===== src/rtl/mmio_timer_slave_if.sv =====
// Memory-map bus seen by the timer: shared write data/address, write and select
// strobes from the decoder, and the combinational read-data return path.
interface mmio_timer_slave_if #(
  parameter int DATA_WIDTH = 32
);
  logic [DATA_WIDTH-1:0] wd;
  logic [DATA_WIDTH-1:0] address;
  logic                  we;
  logic                  re;
  logic [DATA_WIDTH-1:0] rd;

  modport master (
    output wd, address, we, re,
    input  rd
  );

  modport slave (
    input  wd, address, we, re,
    output rd
  );
endinterface


===== src/rtl/mmio_timer_slave.sv =====
// Memory-mapped 32-bit down-counting timer with prescaler, one-shot/auto-reload
// modes, sticky W1C expiry flag and a level interrupt.
module mmio_timer_slave #(
  parameter int DATA_WIDTH = 32
) (
  input  logic                i_clk,
  input  logic                i_rst,
  mmio_timer_slave_if.slave   bus,
  output logic                o_irq
);

  localparam logic [1:0] OFS_CTRL   = 2'd0;
  localparam logic [1:0] OFS_LOAD   = 2'd1;
  localparam logic [1:0] OFS_COUNT  = 2'd2;
  localparam logic [1:0] OFS_STATUS = 2'd3;

  logic                  en;
  logic                  auto_rl;
  logic                  ie;
  logic [7:0]            prescale;
  logic [7:0]            pcnt;
  logic [DATA_WIDTH-1:0] load;
  logic [DATA_WIDTH-1:0] count;
  logic                  expired;

  logic       wr;
  logic [1:0] sel;
  logic       wr_ctrl;
  logic       wr_load;
  logic       wr_count;
  logic       wr_status;
  logic       tick;
  logic       expire_evt;
  logic       unused_addr;

  assign sel         = bus.address[3:2];
  assign wr          = bus.we & bus.re;
  assign wr_ctrl     = wr && (sel == OFS_CTRL);
  assign wr_load     = wr && (sel == OFS_LOAD);
  assign wr_count    = wr && (sel == OFS_COUNT);
  assign wr_status   = wr && (sel == OFS_STATUS);
  assign unused_addr = ^{bus.address[DATA_WIDTH-1:4], bus.address[1:0]};

  assign tick       = en && (pcnt == prescale);
  assign expire_evt = tick && (count == '0);

  assign o_irq = expired & ie;

  // Bus writes always take precedence over the timer's own updates, except that
  // a fresh expiry outranks a same-edge W1C of the flag.
  always_ff @(posedge i_clk) begin
    if (i_rst) begin
      en       <= 1'b0;
      auto_rl  <= 1'b0;
      ie       <= 1'b0;
      prescale <= '0;
      pcnt     <= '0;
      load     <= '0;
      count    <= '0;
      expired  <= 1'b0;
    end else begin
      if (wr_ctrl) begin
        en       <= bus.wd[0];
        auto_rl  <= bus.wd[1];
        ie       <= bus.wd[2];
        prescale <= bus.wd[15:8];
      end else if (expire_evt && !auto_rl) begin
        en <= 1'b0;
      end

      if (wr_ctrl || !en || tick) begin
        pcnt <= '0;
      end else begin
        pcnt <= pcnt + 8'd1;
      end

      if (wr_load) begin
        load <= bus.wd;
      end

      // Reload uses the pre-edge LOAD, so a coincident LOAD write applies next time.
      if (wr_count) begin
        count <= bus.wd;
      end else if (tick) begin
        if (count != '0) begin
          count <= count - DATA_WIDTH'(1);
        end else if (auto_rl) begin
          count <= load;
        end
      end

      if (expire_evt) begin
        expired <= 1'b1;
      end else if (wr_status && bus.wd[0]) begin
        expired <= 1'b0;
      end
    end
  end

  always_comb begin
    bus.rd = '0;
    if (bus.re) begin
      case (sel)
        OFS_CTRL:   bus.rd = {{(DATA_WIDTH-16){1'b0}}, prescale, 5'b0, ie, auto_rl, en};
        OFS_LOAD:   bus.rd = load;
        OFS_COUNT:  bus.rd = count;
        OFS_STATUS: bus.rd = {{(DATA_WIDTH-1){1'b0}}, expired};
        default:    bus.rd = '0;
      endcase
    end
  end

endmodule


===== src/flat_wrapper.sv =====
// flat-port wrapper written by rule: the top's interface ports become plain ports
module mmio_timer_slave_flat 
#(
  parameter int DATA_WIDTH = 32
)
  (i_clk, i_rst, o_irq, bus_wd, bus_address, bus_we, bus_re, bus_rd);
  mmio_timer_slave_if #(.DATA_WIDTH(DATA_WIDTH)) bus_i ();
  input  logic i_clk;
  input  logic i_rst;
  output logic o_irq;
  input wire logic [$bits(bus_i.wd)-1:0] bus_wd;
  input wire logic [$bits(bus_i.address)-1:0] bus_address;
  input wire logic [$bits(bus_i.we)-1:0] bus_we;
  input wire logic [$bits(bus_i.re)-1:0] bus_re;
  output wire logic [$bits(bus_i.rd)-1:0] bus_rd;
  assign bus_i.wd = bus_wd;
  assign bus_i.address = bus_address;
  assign bus_i.we = bus_we;
  assign bus_i.re = bus_re;
  assign bus_rd = bus_i.rd;
  mmio_timer_slave #(.DATA_WIDTH(DATA_WIDTH)) u_core (.i_clk(i_clk), .i_rst(i_rst), .bus(bus_i), .o_irq(o_irq));
endmodule

===== config.mk =====
export PLATFORM = sky130hd
export DESIGN_NAME = mmio_timer_slave_flat
export DESIGN_NICKNAME = d
export VERILOG_FILES = /design/src/rtl/mmio_timer_slave_if.sv /design/src/rtl/mmio_timer_slave.sv /design/src/flat_wrapper.sv
export SDC_FILE = /design/constraint.sdc
export NUM_CORES = 1
export LEC_CHECK = 0
export BUFFER_PORTS_ARGS = -buffer_cell sky130_fd_sc_hd__buf_2
export CORE_MARGIN = 4
export CORE_UTILIZATION = 56
export CTS_CLUSTER_DIAMETER = 40
export DETAILED_ROUTE_END_ITERATION = 6
export GPL_TIMING_DRIVEN = 0
export HOLD_SLACK_MARGIN = 0.08
export PLACE_DENSITY = 0.81
export SKIP_LAST_GASP = 1
export SLEW_MARGIN = 20
export SYNTH_ARGS = -nofsm -noshare
export SYNTH_HDL_FRONTEND = slang
export SYNTH_SLANG_ARGS = --single-unit
export TNS_END_PERCENT = 10

===== constraint.sdc =====
create_clock -name i_clk -period 3.2 [get_ports i_clk]
set_input_delay 0.64 -clock i_clk [delete_from_list [all_inputs] [get_ports i_clk]]
set_output_delay 0.64 -clock i_clk [all_outputs]
set_load 0.01 [all_outputs]

== Yosys cells after proc, flatten, opt, wreduce, memory -nomap -nowiden ==
Index checks and enable logic that the tools add are counted.

* Register bits: 84
* Input bits: 68
* Output and inout port bits: 33
* Word-level logic and storage cells: 47

* $add $sub $neg: 2
* Equal/unequal tests: 4
* Muxes and demuxes: 10
* Bitwise gates (word level): 2
* Reductions and logical operators: 21

{| class="wikitable"
|+ Operators by type and width
! cell !! number
|-
| 32-bit two-way mux || 5
|-
| 32-bit case mux with 4 select lines || 1
|-
| 32-bit logical NOT || 1
|-
| 32-bit nonzero test || 1
|-
| 32-bit by 1-bit subtractor with 32-bit output, second input constant || 1
|-
| 8-bit by 1-bit adder with 8-bit output, second input constant || 1
|-
| 8-bit == test || 1
|-
| 1-bit logical AND || 8
|-
| 2-bit nonzero test || 3
|-
| 2-bit == test, second input constant || 2
|-
| 1-bit two-way mux || 4
|-
| 3-bit nonzero test || 1
|-
| 1-bit bitwise AND || 2
|-
| 2-bit by 1-bit == test with 1-bit output, second input constant || 1
|-
| 1-bit logical NOT || 2
|-
| 2-bit logical NOT || 1
|-
| 1-bit logical OR || 2
|-
| 2-bit AND reduction || 1
|-
| 2-bit OR reduction || 1
|}

== Longest topological paths before layout ==
* Word-level depth: 6
* Gate-level depth with buffers: 10
* Mapped depth without buffers: 8

== Worst setup path before layout ==
OpenSTA, ideal clock, no wires.

* Path type: input to register
* From: in bus_address[2]
* To: reg u_core.count[17]
* Library setup time: 70 ps
* Arrival: 2414 ps
* Required time: 3130 ps
* Path slack: 715 ps
* Stages on the path: 9
* Path through: buf_2 -> nor2b_1 -> clkbuf_1 -> and3_1 -> clkbuf_1 -> nor4bb_1 -> clkbuf_1 -> o211ai_1 -> a21oi_1

* Longest elaborated chain between the ends: 4

{| class="wikitable"
|+ RTL lines
! what !! RTL line !! RTL
|-
| start, declared || flat_wrapper.sv:12 || <nowiki>input wire logic [$bits(bus_i.address)-1:0] bus_address;</nowiki>
|-
| 2-bit == test (*) || mmio_timer_slave.sv:40 || <nowiki>assign wr_count = wr && (sel == OFS_COUNT);</nowiki>
|-
| 1-bit logical AND (*) || mmio_timer_slave.sv:40 ||
|-
| 3-bit nonzero test (no source line) / 2-bit nonzero test (equally long branches) || -- ||
|-
| 2-bit AND reduction (no source line) || -- ||
|-
| end signal, assigned || mmio_timer_slave.sv:83 || <nowiki>count <= bus.wd;</nowiki>
|-
| end signal, assigned || mmio_timer_slave.sv:86 || <nowiki>count <= count - DATA_WIDTH'(1);</nowiki>
|-
| end signal, assigned || mmio_timer_slave.sv:88 || <nowiki>count <= load;</nowiki>
|-
| end, declared || mmio_timer_slave.sv:23 || <nowiki>logic [DATA_WIDTH-1:0] count;</nowiki>
|}

Every way passes the cells marked *; elsewhere a longest branch is shown, timed or not.
A chain may end at the register's enable or synchronous reset.

== Worst setup path after layout ==
* From: reg u_core.pcnt[3]
* To: reg u_core.count[23]

* Longest elaborated chain between the ends: 4

{| class="wikitable"
|+ RTL lines
! what !! RTL line !! RTL
|-
| start, declared || mmio_timer_slave.sv:21 || <nowiki>logic [7:0] pcnt;</nowiki>
|-
| start signal, assigned || mmio_timer_slave.sv:74 || <nowiki>pcnt <= pcnt + 8'd1;</nowiki>
|-
| 8-bit == test || mmio_timer_slave.sv:44 || <nowiki>assign tick = en && (pcnt == prescale);</nowiki>
|-
| 1-bit logical AND || mmio_timer_slave.sv:44 ||
|-
| 2-bit nonzero test (no source line) || -- ||
|-
| 2-bit AND reduction (no source line) || -- ||
|}

Every way passes these cells.

==> out/metrics.cfg <==
[final_layout]
nFillCells = 832
mostFrequentLayoutCell = nand2_1
final_cell_mix = nand2_1, dfxtp_1, a21oi_1
n_antenna_cell = 0
drive_above_1_share_pct = 13.79
fin_area_um2 = 5894
syn2layout_area_growth_pct = 14.54
nNetsFinal = 849

[synthesis]
netlist_area_um2 = 5146
yosysWarnings = 0
yosys_register_bits = 84
avgSynthCellArea_um2 = 7.394
synth.net_count = 767
seq_area_frac_synth_pct = 32.68
synthDistinctLibCells = 62
synthArstFlopShare_pct = 0
ys.flop_type = dfxtp_1
postSynthCellCount = 696
synth_edf_count = 0

[detailed_routing]
drt_pass1_iterations = 6
drtIter0Drc = 742
drc_errors = 0
finalWirelength_um = 18900
viasPerCell = 6.606
wl_per_cell_um = 21.21
vias = 5886
drtAntennaViolNets = 0

[sta]
drv_slew = 0
finalSetupViolCount = 0
rsz0062_at_grt = true
fmax_mhz = 329.3
fin_crit_sh_pct = 94.89
period_needed_ns = 3.036
fin_ws_ns = 0.1636
clock_skew_ns = 0.01873
fin_setup_tns_ns = 0
final-hold-violation-count = 0
worst_slew_pin_slew_ns = 0.8479
relSlewSlack_pct = 43.04

[worst_setup_path]
timing.rr.start = u_core.pcnt[3]
arrival_ns = 3.33
crit_fanout = 4
max_stage_delay_ns = 0.71
crit_chain = xor2_1 -> or4b_2 -> nor3_1 -> nand2_1 -> or3_1 -> a31oi_1
cp-end-kind = register
slowest_stage = or4b_2
startpoint_type = register
setup.worst_path.start = u_core.pcnt[3]
path_class = register to register
required_ns = 3.49

[place]
place.gp.congestion = 1.010
port_buffers = 68
post-place-ws_ns = -0.07384
dpl_cell_area_um2 = 5633
hpwl_um = 14010

[run_status]
status = completed

[die]
die_area_um2 = 10790
initial_core_util_pct = 58.16
coreArea_um2 = 8848
die_y_um = 103.9
fp.dieW_um = 103.9
rows = 34
num_io_pins = 101

[power_and_ir_drop]
leakage_uw = 0.002218
power.density_nw_per_um2 = 480.8
fin_total_pwr_uw = 2834
ir_drop_uv = 209.6

[global_routing]
antenna_found_initial = 0
met1_usage_pct = 44.35
grt_max_degree = 16
track_usage_pct = 34.74
overflow = 0
met2_usage_pct = 57.24
use_met3_pct = 5.773
busiest_layer = met2
grt_first_pass_wirelength_um = 30220
grt_pass1_vias = 5658

[clock_network]
insertion_delay_ns = 0.37
clk_pin_slew_ns = 0.09
cts_sinks = 84
cts-root-buf = clkbuf_8
cts_tree = done
clockBufferDepth = 2
cts-buffers-inserted = 9
cts_htree_levels = 3

[hold_path]
hp-start = u_core.load[28]
min-delay-path-class = register to register

[flow_run]
drv_cap = 0

## metal layers
metal	wire length, um	part of all wire (%)	up-vias
met3	1694	9.0	71
met5	0	0	-
met4	839	4.4	0
met2	8879	47	394
met1	7482	40	2749
li1	-	-	2672
## final timing paths
path | endpoint | slack, ns | cells after the start
min reg2reg | u_core.load[28] | 0.48 | 2
max | u_core.count[23] | 0.16 | 6
max reg2reg | u_core.count[23] | 0.16 | 6
min | u_core.load[28] | 0.48 | 2
## state kept, by name (all words and copies together), names as in the netlist
register / count
u_core.expired: 1
u_core.prescale: 8
u_core.load: 32
u_core.auto_rl: 1
u_core.count: 32
u_core.pcnt: 8
u_core.ie: 1
u_core.en: 1
## report_power, final
part / total, uW / internal [uW] / leakage (uW) / switching [uW]
clock: 878 / 450 / 0.000109 / 428
combinational: 844 / 283 / 0.00143 / 561
sequential: 1110 / 1070 / 0.000680 / 38.2
total: 2830 / 1810 / 0.00222 / 1030
## critical path: cells and delay by family, from the launching register on
kind / cells / cell delay, ns
xor gates and xnor gates: 1 / 0.11
DFF: 1 / 0.44
AOI/OAI and AO/OA: 1 / 0.15
and+or+nand+nor: 4 / 2.26
## kinds of logic (layout without fill, tap and decap cells)
family / count (synthesis) / in the layout / share of synthesized area, %
AND/OR/NAND/NOR: 313 / 313 / 30.71
XOR/XNOR: 28 / 28 / 4.765
buffers and inverters: 62 / 149 / 4.765
AO/OA/AOI/OAI: 192 / 192 / 23.37
flip-flops: 84 / 84 / 32.68
adder cells (fa/ha/maj): 3 / 3 / 0.7295
multiplexers: 14 / 14 / 2.991
## through the flow
step / hold WS, ns / utilization [%] / instances
after detailed placement: 0.4660 / 63.66 / 873
after floorplan: 0.4419 / - / 696
after global routing: 0.4993 / 66.61 / 891
after CTS: 0.4778 / 66.32 / 889
after global placement: 0.4547 / 63.53 / 872
final: 0.4788 / 66.61 / 891
## area by class of cell
| class | instances | area (um2) | area share (%) |
|---|---|---|---|
| Timing Repair Buffer | 71 | 360.3 | 6.113 |
| Multi-Input combinational cell | 550 | 3248 | 55.11 |
| Tap cell | 108 | 135.1 | 2.293 |
| Clock buffer | 10 | 127.6 | 2.165 |
| Clock inverter | 6 | 96.34 | 1.634 |
| Sequential cell | 84 | 1682 | 28.53 |
| Inverter | 7 | 26.28 | 0.4458 |
| Buffer | 55 | 219.0 | 3.715 |
## cell usage after synthesis, types with 16 or more instances
| cell | number | share of area (%) |
|---|---|---|
| clkbuf_1 | 49 | 3.6 |
| dfxtp_1 | 84 | 33 |
| xor2_1 | 16 | 2.7 |
| nor2_1 | 31 | 2.3 |
| nor3_1 | 17 | 1.7 |
| nor2b_1 | 23 | 2.8 |
| o21ai_0 | 28 | 2.7 |
| a22oi_1 | 41 | 6.0 |
| a21oi_1 | 74 | 7.2 |
| nand3_1 | 21 | 2.0 |
| nand2_1 | 133 | 9.7 |
## what timing repair did
action,CTS,global route
setup buffers,0,2
gates cloned,0,0
gates resized for setup,2,2
endpoints found under the setup margin,15,21
hold buffers,0,0
pin swaps,0,1
Power figures use the tool's default switching activity.
